===== config.mk =====
export PLATFORM = sky130hd
export DESIGN_NAME = logicnets_input_packer
export DESIGN_NICKNAME = d
export VERILOG_FILES = /design/src/rtl/logicnets_input_packer.sv
export SDC_FILE = /design/constraint.sdc
export NUM_CORES = 1
export LEC_CHECK = 0
export BUFFER_PORTS_ARGS = -buffer_cell sky130_fd_sc_hd__buf_4
export CELL_PAD_IN_SITES_DETAIL_PLACEMENT = 2
export CELL_PAD_IN_SITES_GLOBAL_PLACEMENT = 2
export CORE_MARGIN = 2
export CORE_UTILIZATION = 33
export CTS_CLUSTER_SIZE = 25
export DETAILED_ROUTE_END_ITERATION = 16
export MAX_ROUTING_LAYER = met4
export PLACE_DENSITY_LB_ADDON = 0.1
export SETUP_SLACK_MARGIN = 0.5
export SLEW_MARGIN = 30
export SYNTH_ARGS = -nofsm -noshare
export SYNTH_HDL_FRONTEND = slang
export SYNTH_SLANG_ARGS = --single-unit

===== constraint.sdc =====
create_clock -name clk -period 2.85 [get_ports clk]
set_input_delay 0.1425 -clock clk [delete_from_list [all_inputs] [get_ports clk]]
set_output_delay 0.1425 -clock clk [all_outputs]
set_load 0.02 [all_outputs]

===== src/rtl/logicnets_input_packer.sv =====
// Quantizes a stream of signed readout samples and packs one frame of N_FEAT
// features into a registered bus for the layer-0 LogicNets neuron LUTs.
module logicnets_input_packer #(
    parameter int SAMPLE_W = 16,
    parameter int N_FEAT   = 64,
    parameter int QBITS    = 1,
    parameter int SHIFT    = 4
) (
    input  logic                       clk,
    input  logic                       rst_n,
    input  logic                       s_valid,
    output logic                       s_ready,
    input  logic signed [SAMPLE_W-1:0] s_data,
    input  logic                       s_last,
    output logic                       m_valid,
    input  logic                       m_ready,
    output logic [N_FEAT*QBITS-1:0]    m_data,
    output logic                       err_short,
    output logic                       err_long
);

    localparam int CW = (N_FEAT > 1) ? $clog2(N_FEAT) : 1;
    localparam int DW = N_FEAT * QBITS;
    localparam logic [CW-1:0] LAST_IDX = CW'(N_FEAT - 1);
    localparam logic signed [SAMPLE_W:0] Q_OFFSET = (SAMPLE_W + 1)'(2 ** (QBITS - 1));
    localparam logic signed [SAMPLE_W:0] Q_MAX    = (SAMPLE_W + 1)'(2 ** QBITS - 1);

    typedef enum logic [1:0] {
        FILL = 2'd0,
        HOLD = 2'd1,
        DROP = 2'd2
    } state_t;

    // One extra bit of headroom so the offset add can never wrap.
    function automatic logic [QBITS-1:0] quantize(input logic signed [SAMPLE_W-1:0] x);
        logic signed [SAMPLE_W:0] ext;
        logic signed [SAMPLE_W:0] v;
        ext = {x[SAMPLE_W-1], x};
        v   = (ext >>> SHIFT) + Q_OFFSET;
        if (v[SAMPLE_W]) begin
            quantize = '0;
        end else if (v > Q_MAX) begin
            quantize = '1;
        end else begin
            quantize = v[QBITS-1:0];
        end
    endfunction

    state_t          state_q, state_d;
    logic [CW-1:0]   count_q, count_d;
    logic [DW-1:0]   data_q, data_d;
    logic            m_valid_q, m_valid_d;
    logic            err_short_q, err_short_d;
    logic            err_long_q, err_long_d;
    logic            accept;
    logic [QBITS-1:0] q;

    assign s_ready   = (state_q != HOLD);
    assign accept    = s_valid && s_ready;
    assign m_valid   = m_valid_q;
    assign m_data    = data_q;
    assign err_short = err_short_q;
    assign err_long  = err_long_q;

    always_comb begin
        state_d     = state_q;
        count_d     = count_q;
        data_d      = data_q;
        m_valid_d   = m_valid_q;
        err_short_d = 1'b0;
        err_long_d  = 1'b0;
        q           = quantize(s_data);

        case (state_q)
            FILL: begin
                if (accept) begin
                    data_d[int'(count_q) * QBITS +: QBITS] = q;
                    if (count_q == LAST_IDX) begin
                        if (s_last) begin
                            state_d   = HOLD;
                            m_valid_d = 1'b1;
                        end else begin
                            err_long_d = 1'b1;
                            state_d    = DROP;
                        end
                    end else if (s_last) begin
                        // Unwritten features are already zero from the last clear.
                        err_short_d = 1'b1;
                        state_d     = HOLD;
                        m_valid_d   = 1'b1;
                    end else begin
                        count_d = count_q + CW'(1);
                    end
                end
            end
            DROP: begin
                if (accept && s_last) begin
                    state_d   = HOLD;
                    m_valid_d = 1'b1;
                end
            end
            HOLD: begin
                if (m_ready) begin
                    m_valid_d = 1'b0;
                    data_d    = '0;
                    count_d   = '0;
                    state_d   = FILL;
                end
            end
            default: begin
                state_d = FILL;
            end
        endcase
    end

    always_ff @(posedge clk or negedge rst_n) begin
        if (!rst_n) begin
            state_q     <= FILL;
            count_q     <= '0;
            data_q      <= '0;
            m_valid_q   <= 1'b0;
            err_short_q <= 1'b0;
            err_long_q  <= 1'b0;
        end else begin
            state_q     <= state_d;
            count_q     <= count_d;
            data_q      <= data_d;
            m_valid_q   <= m_valid_d;
            err_short_q <= err_short_d;
            err_long_q  <= err_long_d;
        end
    end

endmodule


Yosys cells after proc, flatten, opt, wreduce, memory -nomap -nowiden
Cells that the tools add are included.
Storage, ports and cells
  output and inout bits: 68
  register bits: 75
  bits of input ports: 21
  logic and storage cells: 63
Cells by class
  magnitude comparators: 1
  reductions and logical operators: 9
  add/subtract/negate cells: 3
  eq/ne operators: 11
  shift-type cells: 2
  mux-type cells: 31
Operator list (number)
  $mux 64: 2
  $pmux 64 s2: 1
  $bwmux 64: 1
  $shift 1x33->64 const A: 1
  $shiftx 1x33->64: 1
  $neg 6->33: 1
  $mux 6: 4
  $mux 1: 14
  $add 12x2->13 const B: 1
  $gt 13x2->1 const B: 1
  $mux 2: 6
  $ne 2x2->1 const B: 6
  $pmux 6 s2: 1
  $reduce_and 5->1: 2
  $add 6x1->6 const B: 1
  $eq 6x6->1 const B: 1
  $pmux 2 s3: 1
  $reduce_and 4->1: 1
  $ne 3x3->1 const B: 1
  $pmux 1 s3: 1
  $reduce_and 3->1: 1
  $reduce_bool 3->1: 1
  $eq 2x1->1 const B: 1
  $eq 2x2->1 const B: 1
  other kinds (4): 5

Depth between registers and ports, before layout
Gate-level depths: netlist of the first run.
  word-level depth: 8
  gate-level depth with buffers: 10
  mapped depth without buffers: 8

Worst setup path before layout of the first run
OpenSTA, ideal clock, no wires.
  kind: reg2reg
  start: reg count_q[0]
  end: reg data_q[36], in the netlist m_data[36]
  cell stages (with the launch flop): 9
  arrival time: 2.366 ns
  path slack: 0.374 ns
  buffers on the path: 2
  cells stage by stage: dfrtp_1 clkbuf_1 inv_1 ha_1 buf_2 nor3b_1 a211oi_1 o21ai_0 o41ai_1
On the way
  cells in the longest elaborated chain, start to end: 5
  elaborated cells on any way between the ends: 6
  those cells by class: 1 x add/sub; 2 x shift; 3 x mux
Ends and longest elaborated chain
  from (decl): line 50  | logic [CW-1:0] count_q, count_d;
  from (signal assigned): line 126  | count_q <= count_d;
  $neg 6->33 *: line 77  | data_d[int'(count_q) * QBITS +: QBITS] = q;
  $shiftx 1x33->64 or $shift 1x33->64 (tied branches): line 77
  $bwmux 64 *: line 77
  $mux 64 *: line 76  | if (accept) begin
  $pmux 64 s2 *: line 74  | case (state_q)
  to (signal assigned): line 127  | data_q <= data_d;
  to (decl): line 51  | logic [DW-1:0] data_q, data_d;
Mark *: on every way between the ends. The rest lies on a longest branch, timed or not. The select of a mux whose other input is x is not followed.
A chain may end at the register's enable or synchronous reset.

Final worst setup path of the first run
  start: reg count_q[1]
  end: reg data_q[8], in the netlist m_data[8]
Same word-level chain as after synthesis.

==> results of run 1 <==
## Yosys cell counts, types with 3 or more instances
master | n | share of area, %
nand2_1 | 68 | 6.0
o31ai_1 | 3 | 0.53
a21oi_1 | 4 | 0.47
and3_1 | 3 | 0.44
inv_1 | 17 | 1.5
clkbuf_2 | 5 | 0.59
nor3_1 | 10 | 1.2
nor2_1 | 13 | 1.1
nand3b_1 | 4 | 0.70
dfrtp_1 | 75 | 44
o21a_1 | 7 | 1.2
nand2b_1 | 9 | 1.3
clkbuf_1 | 11 | 0.97
o211ai_1 | 60 | 11
nand3_1 | 18 | 2.1
ha_1 | 8 | 2.3
a211oi_1 | 5 | 0.88
xor2_1 | 5 | 1.0
o311ai_0 | 5 | 1.0
o21ai_0 | 78 | 9.1
o41ai_1 | 11 | 2.3
nor3b_1 | 4 | 0.70
a31oi_1 | 4 | 0.59
nand4_1 | 4 | 0.59
buf_2 | 10 | 1.2
nor2b_1 | 4 | 0.59
## path summary, 6_finish.rpt
| path | slack, ns | to | depth (start not counted) |
|---|---|---|---|
| min in group asynchronous | 0.40 | count_q[5]$_DFFE_PN0P_ | 2 |
| max reg2reg | 0.52 | m_data[8]$_DFFE_PN0P_ | 8 |
| max in group asynchronous | 1.92 | m_data[23]$_DFFE_PN0P_ | 2 |
| min | 0.09 | err_short$_DFF_PN0_ | 3 |
| min reg2reg | 0.51 | m_valid$_DFFE_PN0P_ | 1 |
| max | 0.52 | m_data[8]$_DFFE_PN0P_ | 8 |
## cells by family after synthesis
logic type,count (synthesis)
buffers and inverters,44
XOR/XNOR,6
multiplexers,3
flip-flops,75
adder cells (fa/ha/maj),8
AO/OA/AOI/OAI,194
AND/OR/NAND/NOR,147
## layout make-up
cell class,instances,area (um2)
inverter,17,63.8
tap,172,215
sequential,75,1880
clock buffer,11,243
multi-input combinational,358,2460
fill,1391,6630
timing repair buffer,136,1050
clock inverter,5,85.1
## routing by layer
| layer | vias up | global-route usage, % | routed length, um |
|---|---|---|---|
| li1 | 2056 | - | - |
| met1 | 2329 | 34.2 | 7760 |
| met2 | 125 | 44.3 | 9280 |
| met3 | 26 | 4.46 | 970 |
| met4 | 0 | 8.81 | 344 |
| met5 | - | - | 0 |
## power by group
part	switching [mW]	internal, mW
Clock	0.479	0.796
Sequential	0.0262	1.10
Combinational	1.07	0.690
Total	1.58	2.59
## flip-flops by register name, summed over array words and instances (netlist names)
name / flops
count_q: 6
m_data: 64
m_valid: 1
state_q: 2
err_long: 1
err_short: 1
## tightest hold or removal path, stage by stage
cell and delay, ns:
buf_4 0.13, nand2_1 0.08, nor3_1 0.05
## repair_timing
item,CTS,global route
endpoints found under the hold margin,75,0
setup buffers,4,9
gates resized for setup,24,40
hold buffers,1,0
gates cloned,0,1
setup endpoints to repair,62,69
pin swaps,5,9
==> impl_metrics.env, run 1 <==
export IMPL_status="completed"
export IMPL_holdWs_ns=0.0912
export IMPL_layout_drive_gt1_share_pct=33.1
export IMPL_grtUsageTotal_pct=27.1
export IMPL_tightestPinTransition_ns=0.757
export IMPL_synth_xor_area_share_pct=1.23
export IMPL_syn2layout_area_growth_pct=40.2
export IMPL_dp_hpwl_um=12100
export IMPL_dpl_worst_slack_ns=0.239
export IMPL_synth_simple_area_share_pct=17.1
export IMPL_gr_total_overflow=0
export IMPL_max_freq_ghz=0.429
export IMPL_max_slew_margin_pct=49.6
export IMPL_finalSetupViolCount=0
export IMPL_dieWidth_um=118
export IMPL_required_ns=3.06
export IMPL_ant_nets=0
export IMPL_powerDensity_nw_per_um2=696
export IMPL_synth_enable_flop_cells=0
export IMPL_finalClockSkew_ns=0.00668
export IMPL_startpoint="count_q[1]$_DFFE_PN0P_"
export IMPL_post_route_period_util_pct=81.8
export IMPL_wl_per_cell_um=23.7
export IMPL_critical_path_cell_chain="buf_6 -> inv_2 -> ha_4 -> xnor2_2 -> a211oi_1 -> o21ai_1 -> o211ai_1 -> o21ai_0"
export IMPL_synth_top_family_by_area="compound AO/OA/AOI/OAI gates"
export IMPL_layout_commonest_cell="buf_4"
export IMPL_grt_pass1_vias=4925
export IMPL_maxCapViolCount=0
export IMPL_cpMaxStageDelayCell="a211oi_1"
export IMPL_die_y_um=118
export IMPL_crit_type="reg2reg"
export IMPL_clk_latency_ns=0.35
export IMPL_placed_cell_area_um2=5340
export IMPL_crit_fanout=6
export IMPL_critPathBufInv=2
export IMPL_num_rows=41
export IMPL_final_nets=626
export IMPL_rsz0062_at_grt="yes"
export IMPL_min_period_ns=2.33
export IMPL_stdcell_count=774
export IMPL_placed_cells=743
export IMPL_final_max_slew_violation_count=0
export IMPL_grt_max_degree=76
export IMPL_vias_per_cell=5.86
export IMPL_core_um2=12600
export IMPL_ys_warn_count=0
export IMPL_vias=4536
export IMPL_yosys_register_bits=75
export IMPL_root_buffer="clkbuf_16"
export IMPL_ios=89
export IMPL_synthCells=477
export IMPL_synth_main_ff_cell="dfrtp_1"
export IMPL_drc=0
export IMPL_die_area_um2=13900
export IMPL_hp_class="in2reg"
export IMPL_synth_cell_types=53
export IMPL_cts_tree="built"
export IMPL_h_tree_depth=3
export IMPL_worst_setup_path_end_kind="flip-flop"
export IMPL_setup_slack_ns=0.519
export IMPL_cts_sinks=75
export IMPL_start_kind="flip-flop"
export IMPL_syn_area_um2=4270
export IMPL_leakage_nw=2.55
export IMPL_final_cell_mix="buf_4 (127), dfrtp_1 (75), nand2_1 (64)"
export IMPL_start_util_pct=33.9
export IMPL_finalSetupTns_ns=0
export IMPL_grt_pass1_wl_um=28500
export IMPL_gp_congestion=0.802
export IMPL_finalHoldViolations=0
export IMPL_final_util_pct=47.5
export IMPL_yosys_area_share_adder_pct=2.34
export IMPL_routed_wl_um=18400
export IMPL_synth_mux_area_fraction_pct=0.732
export IMPL_seq_area_frac_synth_pct=43.9
export IMPL_ys_async_sr_fraction_pct=100
export IMPL_syn_avg_cell_area_um2=8.96
export IMPL_numPortBuffers=84
export IMPL_drtPass1Iterations=4
export IMPL_irDropWorstVdd_v=0.000523
export IMPL_cpLargestDelayFamily="compound AO/OA/AOI/OAI gates"
export IMPL_critPathMaxStageDelay_ns=0.52
export IMPL_antenna_found_initial=0
export IMPL_power_mw=4.17
export IMPL_synth_compound_area_share_pct=30.3
export IMPL_synth_fp_nets=506
export IMPL_clk_pin_slew_ns=0.06
export IMPL_cts_buffer_depth=2
export IMPL_hp_start="s_last"
export IMPL_stdcell_area_um2=5990
export IMPL_first_iter_violations=316
export IMPL_worstReg2RegStart="count_q[1]$_DFFE_PN0P_"
export IMPL_cts_buffers=9
export IMPL_cp_arrival_ns=2.54
export IMPL_n_antenna_cell=0
No activity file was read; power rests on OpenSTA's default activity.
==> run 2, diff against run 1 <==
Clock period 2.85 ns to 2.3 ns, I/O delays scaled along.
==> run 2 against run 1 <==
- critical path depth is the same
- the flow now finishes with violations (negative setup slack)
- routed wire length grew 32%
- critical endpoint is now m_data[4]$_DFFE_PN0P_
- final cell count grew 4.1%
- largest power group unchanged
- clock-buffer cell count shrank 2
- non-clock buffer count grew 32
==> impl_metrics.env, run 2 (synthesis gave the netlist of run 1 again) <==
export IMPL_numPortBuffers=84
export IMPL_finalHoldViolations=0
export IMPL_stdcell_area_um2=6760
export IMPL_worstReg2RegStart="count_q[1]$_DFFE_PN0P_"
export IMPL_cpMaxStageDelayCell="dfrtp_2"
export IMPL_maxCapViolCount=0
export IMPL_rrSetupSlack_ns=-0.14
export IMPL_dp_hpwl_um=12600
export IMPL_power_switching_mw=2.64
export IMPL_leakage_nw=2.86
export IMPL_dieWidth_um=118
export IMPL_power_mw=6.30
export IMPL_hp_class="in2reg"
export IMPL_max_freq_ghz=0.409
export IMPL_grtUsageTotal_pct=30.3
export IMPL_num_rows=41
export IMPL_final_max_slew_violation_count=0
export IMPL_min_period_ns=2.44
export IMPL_die_y_um=118
export IMPL_crit_type="reg2reg"
export IMPL_layout_commonest_cell="buf_4"
export IMPL_crit_cells=8
export IMPL_core_um2=12600
export IMPL_final_nets=658
export IMPL_power_internal_mw=3.66
export IMPL_post_route_period_util_pct=106
export IMPL_p_seq_share_pct=22.6
export IMPL_clk_latency_ns=0.36
export IMPL_comb_power_share_pct=52.1
export IMPL_required_ns=2.51
export IMPL_final_cell_mix="buf_4 (150), dfrtp_1 (73), nand2_1 (61)"
export IMPL_gr_total_overflow=0
export IMPL_cts_sinks=75
export IMPL_vias=4999
export IMPL_violations="negative setup slack"
export IMPL_endpoint="m_data[4]$_DFFE_PN0P_"
export IMPL_vias_per_cell=6.20
export IMPL_gp_congestion=0.834
export IMPL_max_slew_margin_pct=49.8
export IMPL_grt_busiest_layer="met2"
export IMPL_tightestPinTransition_ns=0.754
export IMPL_startpoint="count_q[1]$_DFFE_PN0P_"
export IMPL_switching_share_pct=41.9
export IMPL_reg2regPathDepth=8
export IMPL_clk_pin_slew_ns=0.07
export IMPL_use_met3_pct=3.78
export IMPL_r2r_end="m_data[4]$_DFFE_PN0P_"
export IMPL_stdcell_count=806
export IMPL_gr_usage_met2_pct=53.8
export IMPL_placed_cells=749
export IMPL_worst_setup_path_end_kind="flip-flop"
export IMPL_cpLargestDelayFamily="compound AO/OA/AOI/OAI gates"
export IMPL_cp_arrival_ns=2.65
export IMPL_powerDensity_nw_per_um2=932
export IMPL_drtPass1Iterations=5
export IMPL_cts_buffer_depth=2
export IMPL_first_iter_violations=328
export IMPL_root_buffer="clkbuf_16"
export IMPL_finalClockSkew_ns=0.0101
export IMPL_drc=0
export IMPL_finalSetupTns_ns=-0.276
export IMPL_holdWs_ns=0.0987
export IMPL_status="finished, violations left"
export IMPL_antenna_found_initial=0
export IMPL_grt_pass1_wl_um=31400
export IMPL_pwr_share_clk_pct=25.3
export IMPL_grt_pass1_vias=5181
export IMPL_critPathBufInv=2
export IMPL_h_tree_depth=3
export IMPL_start_util_pct=33.9
export IMPL_irDropWorstVdd_v=0.000601
export IMPL_finalSetupViolCount=5
export IMPL_cts_buffers=9
export IMPL_setup_slack_ns=-0.142
export IMPL_use_met1_pct=34.1
export IMPL_n_fill_cell=1301
export IMPL_wl_per_cell_um=30.2
export IMPL_critPathMaxStageDelay_ns=0.46
export IMPL_grt_max_degree=76
export IMPL_n_antenna_cell=0
export IMPL_crit_fanout=8
export IMPL_critical_path_cell_chain="inv_2 -> ha_4 -> nand2b_1 -> a2111oi_4 -> buf_6 -> o21ai_1 -> o211ai_1 -> o41ai_2"
export IMPL_ant_nets=0
export IMPL_routed_wl_um=24300
export IMPL_placed_cell_area_um2=5470
export IMPL_rsz0062_at_grt="yes"
export IMPL_ios=89
export IMPL_cts_tree="built"
export IMPL_die_area_um2=13900
export IMPL_start_kind="flip-flop"
export IMPL_largest_reg_flops=64
export IMPL_layout_drive_gt1_share_pct=45.3
export IMPL_syn2layout_area_growth_pct=58.2
-- run 2: layout make-up --
type	count	area [um2]	share of cell area, %
flip-flops and latches	75	1880	27.8
repair buffers	168	1370	20.3
clock buffers	9	225	3.33
clock inverters	7	92.6	1.37
well taps	172	215	3.18
inverters	17	68.8	1.02
multi-input cells	358	2910	43.0
-- run 2: what timing repair did --
item / in CTS / in global routing
endpoints found under the setup margin: 71 / 72
setup buffers: 17 / 23
hold endpoints to repair: 75 / 0
pin swaps: 42 / 57
resized for setup: 101 / 79
hold buffers: 1 / 0
-- run 2: power by group through the flow --
stage | Sequential, mW | Clock [mW] | Combinational [mW]
2_1_floorplan | 1.44 | 0 | 1.23
3_3_place_gp | 1.42 | 0 | 1.81
3_5_place_dp | 1.43 | 0 | 1.91
4_1_cts | 1.41 | 1.57 | 2.51
5_1_grt | 1.43 | 1.64 | 3.42
6_report | 1.42 | 1.59 | 3.28
-- run 2: stage by stage --
| step | setup WS (ns) | utilization [%] |
|---|---|---|
| finish | -0.142 | 53.6 |
| global route | -0.211 | 53.6 |
| CTS | 0.164 | 49.9 |
| detailed placement | -0.158 | 43.4 |
| global placement | -0.00449 | 43.3 |
| floorplan | 0.123 | - |
-- run 2: worst min path at each step --
stage / from / to / cells after the start / slack [ns]
after detailed placement: rst_n / m_data[12]$_DFFE_PN0P_ / 1 / 0.21
after CTS: s_valid / err_long$_DFF_PN0_ / 3 / 0.05
final: s_valid / err_short$_DFF_PN0_ / 3 / 0.1
after global routing: s_valid / err_long$_DFF_PN0_ / 3 / 0.11
after global placement: rst_n / m_data[12]$_DFFE_PN0P_ / 1 / 0.35
after floorplan: rst_n / count_q[0]$_DFFE_PN0P_ / 0 / -0.18
-- run 2: worst min-delay path: cells and delay by family --
family	cells	cell delay (ns)
and+or+nand+nor	2	0.15
buffers and inverters	1	0.13
-- run 2: per-layer routing --
metal	up-vias	wire (um)
li1	2105	-
met1	2615	9610
met2	198	12500
met3	81	1100
met4	0	1080
met5	-	0
==> run 3, diff against run 2 <==
Settings changed: ABC_AREA from default to 1, CORE_UTILIZATION 33 to 31, MAX_ROUTING_LAYER met4 to default.
==> run 3 against run 2 <==
- the run still ends with negative setup slack left
- global-route usage decreased by 2.6 points
- highest routed layer unchanged
- largest power group unchanged
- synthesized cell count increased by 48%
- fmax decreased by 2.0%
- first-iteration DRC count increased by 27%
- die area increased by 20%
- clock-buffer cell count increased by 1
- register-to-register slack got worse by 0.05 ns
- core utilization decreased by 3.2 points
- critical path type unchanged
- largest cell class unchanged
- worst hold slack improved by 0.037 ns
==> impl_metrics.env, run 3 <==
export IMPL_status="finished, violations left"
export IMPL_violations="negative setup slack"
export IMPL_clk_latency_ns=0.37
export IMPL_gp_congestion=0.891
export IMPL_grt_pass1_vias=6361
export IMPL_n_antenna_cell=0
export IMPL_num_rows=45
export IMPL_drtPass1Iterations=4
export IMPL_dp_hpwl_um=13900
export IMPL_drc=0
export IMPL_max_slew_margin_pct=55.2
export IMPL_gr_total_overflow=0
export IMPL_grt_pass1_wl_um=35400
export IMPL_layout_commonest_cell="nand2_1"
export IMPL_final_nets=903
export IMPL_vias_per_cell=5.69
export IMPL_dieWidth_um=129
export IMPL_reg2regPathDepth=14
export IMPL_start_kind="flip-flop"
export IMPL_cts_buffers=9
export IMPL_start_util_pct=31.8
export IMPL_cp_arrival_ns=2.80
export IMPL_h_tree_depth=3
export IMPL_numPortBuffers=84
export IMPL_vias=6075
export IMPL_syn_avg_cell_area_um2=6.85
export IMPL_ys_warn_count=0
export IMPL_core_um2=15200
export IMPL_placed_cells=991
export IMPL_synth_main_ff_cell="dfrtp_1"
export IMPL_ys_async_sr_fraction_pct=100
export IMPL_root_buffer="clkbuf_16"
export IMPL_worst_setup_path_end_kind="flip-flop"
export IMPL_layout_drive_gt1_share_pct=43.7
export IMPL_power_mw=10.3
export IMPL_holdWs_ns=0.136
export IMPL_clk_pin_slew_ns=0.07
export IMPL_synth_xor_area_share_pct=0.181
export IMPL_synth_mux_area_fraction_pct=0
export IMPL_holdPathEnd="err_long$_DFF_PN0_"
export IMPL_required_ns=2.60
export IMPL_seq_area_frac_synth_pct=38.8
export IMPL_r2r_end="m_data[46]$_DFFE_PN0P_"
export IMPL_crit_fanout=3
export IMPL_netlist_top_cell_by_area="dfrtp_1"
export IMPL_finalHoldViolations=0
export IMPL_die_y_um=129
export IMPL_stdcell_count=1067
export IMPL_syn_area_um2=4840
export IMPL_syn2layout_area_growth_pct=58.3
export IMPL_hp_start="s_valid"
export IMPL_max_freq_ghz=0.401
export IMPL_post_synth_top_count_cell="nand2_1"
export IMPL_synth_cell_types=32
export IMPL_grtUsageTotal_pct=27.7
export IMPL_routed_wl_um=29300
export IMPL_synthCells=706
export IMPL_largest_reg_flops=64
export IMPL_min_period_ns=2.49
export IMPL_dpl_worst_slack_ns=-0.00265
export IMPL_crit_type="reg2reg"
export IMPL_holdPathStages=3
export IMPL_hp_class="in2reg"
export IMPL_final_max_slew_violation_count=0
export IMPL_tightestPinTransition_ns=0.672
export IMPL_irDropWorstVdd_v=0.000945
export IMPL_finalSetupViolCount=28
export IMPL_n_fill_cell=1703
export IMPL_synth_compound_area_share_pct=8.23
export IMPL_maxCapViolCount=0
export IMPL_synth_simple_area_share_pct=44.4
export IMPL_yosys_register_bits=75
export IMPL_first_iter_violations=415
export IMPL_leakage_nw=3.63
export IMPL_synth_commonest_cells="nand2_1 (238), nor2_1 (108), dfrtp_1 (75)"
export IMPL_grt_max_degree=64
export IMPL_antenna_found_initial=0
export IMPL_powerDensity_nw_per_um2=1340
export IMPL_rsz0062_at_grt="yes"
export IMPL_post_route_period_util_pct=108
export IMPL_yosys_area_top_type_share_pct=38.8
export IMPL_yosys_area_share_adder_pct=2.07
export IMPL_finalClockSkew_ns=0.00888
export IMPL_cts_tree="built"
export IMPL_synth_enable_flop_cells=0
export IMPL_setup_slack_ns=-0.193
export IMPL_ant_nets=0
export IMPL_final_cell_mix="nand2_1 (219), buf_4 (160), dfrtp_1 (72)"
export IMPL_synth_fp_nets=735
export IMPL_synth_top_cells_by_area="dfrtp_1 (39%), nand2_1 (18%), nor2_1 (8.4%)"
export IMPL_cts_sinks=75
export IMPL_die_area_um2=16600
export IMPL_worstReg2RegStart="count_q[2]$_DFFE_PN0P_"
export IMPL_ios=89
export IMPL_cts_buffer_depth=2
export IMPL_wl_per_cell_um=27.5
export IMPL_rrSetupSlack_ns=-0.19
export IMPL_synth_top_family_by_area="simple AND/OR/NAND/NOR gates"
[run 3: cell types whose count changed after synthesis, moves of 11 or more]
| cell | delta |
|---|---|
| o41ai_1 | -11 |
| inv_1 | +28 |
| o21ai_0 | -21 |
| nand3_1 | +29 |
| nand4_1 | +21 |
| o211ai_1 | -60 |
| nand2_1 | +170 |
| nor2_1 | +95 |
[run 3: kinds of logic after synthesis]
family,count (synthesis)
buffers and inverters,78
AO/OA/AOI/OAI,78
AND/OR/NAND/NOR,466
XOR/XNOR,1
flip-flops,75
adder cells (fa/ha/maj),8
[run 3: metrics by stage]
step	instance area, um2	util [%]	setup TNS [ns]
CTS	6950	45.7	0
global route	7660	50.4	-5.70
floorplan	4990	-	0
detailed placement	6040	39.7	-0.00467
finish	7660	50.4	-1.47
global placement	6040	39.7	0
[run 3: repair_timing]
item,4_1_cts,5_1_grt
hold buffers,1,0
setup endpoints to repair,72,73
hold endpoints to repair,28,0
resized for setup,121,120
pin swaps,40,56
buffers inserted,25,33
gates cloned,0,1
[run 3: how the worst max path moves through the flow]
stage,from,to
floorplan,count_q[2]$_DFFE_PN0P_,m_data[1]$_DFFE_PN0P_
global placement,count_q[0]$_DFFE_PN0P_,m_data[8]$_DFFE_PN0P_
detailed placement,count_q[1]$_DFFE_PN0P_,m_data[4]$_DFFE_PN0P_
CTS,count_q[1]$_DFFE_PN0P_,m_data[15]$_DFFE_PN0P_
global route,count_q[2]$_DFFE_PN0P_,m_data[46]$_DFFE_PN0P_
finish,count_q[2]$_DFFE_PN0P_,m_data[46]$_DFFE_PN0P_
[run 3: final cells by class]
class                      instances  area (um2)  share of cell area (%)
clock inverter                     6        65.1                   0.850
timing repair buffer             185        1530                    20.0
inverter                          50         219                    2.86
multi-input combinational        553        3490                    45.6
tap                              188         235                    3.07
clock buffer                      10         239                    3.12
sequential                        75        1880                    24.6
[run 3: critical path: stages, from the launching register on]
cell     delay, ns
dfrtp_1       0.46
nor3_4        0.24
nand2_2       0.12
buf_6         0.16
nor3_4        0.18
buf_4         0.15
nor2_4        0.04
nand2_4       0.10
nor2_4        0.07
buf_4         0.16
nand3_1       0.10
nor2_1        0.08
o21ai_0       0.35
nand2_1       0.13
nand2_1       0.10
[run 3: report_power, final]
group          switching, mW  internal [mW]
combinational           4.91           2.34
sequential            0.0873           1.38
clock                  0.679          0.871
total                   5.68           4.58
[run 3: per-layer routing]
layer	track usage (%)	share of wire, %	up-vias
met5	0	0	-
li1	-	-	2615
met3	4.62	5.0	108
met1	34.1	40	3098
met4	11.1	5.1	0
met2	48.4	50	254
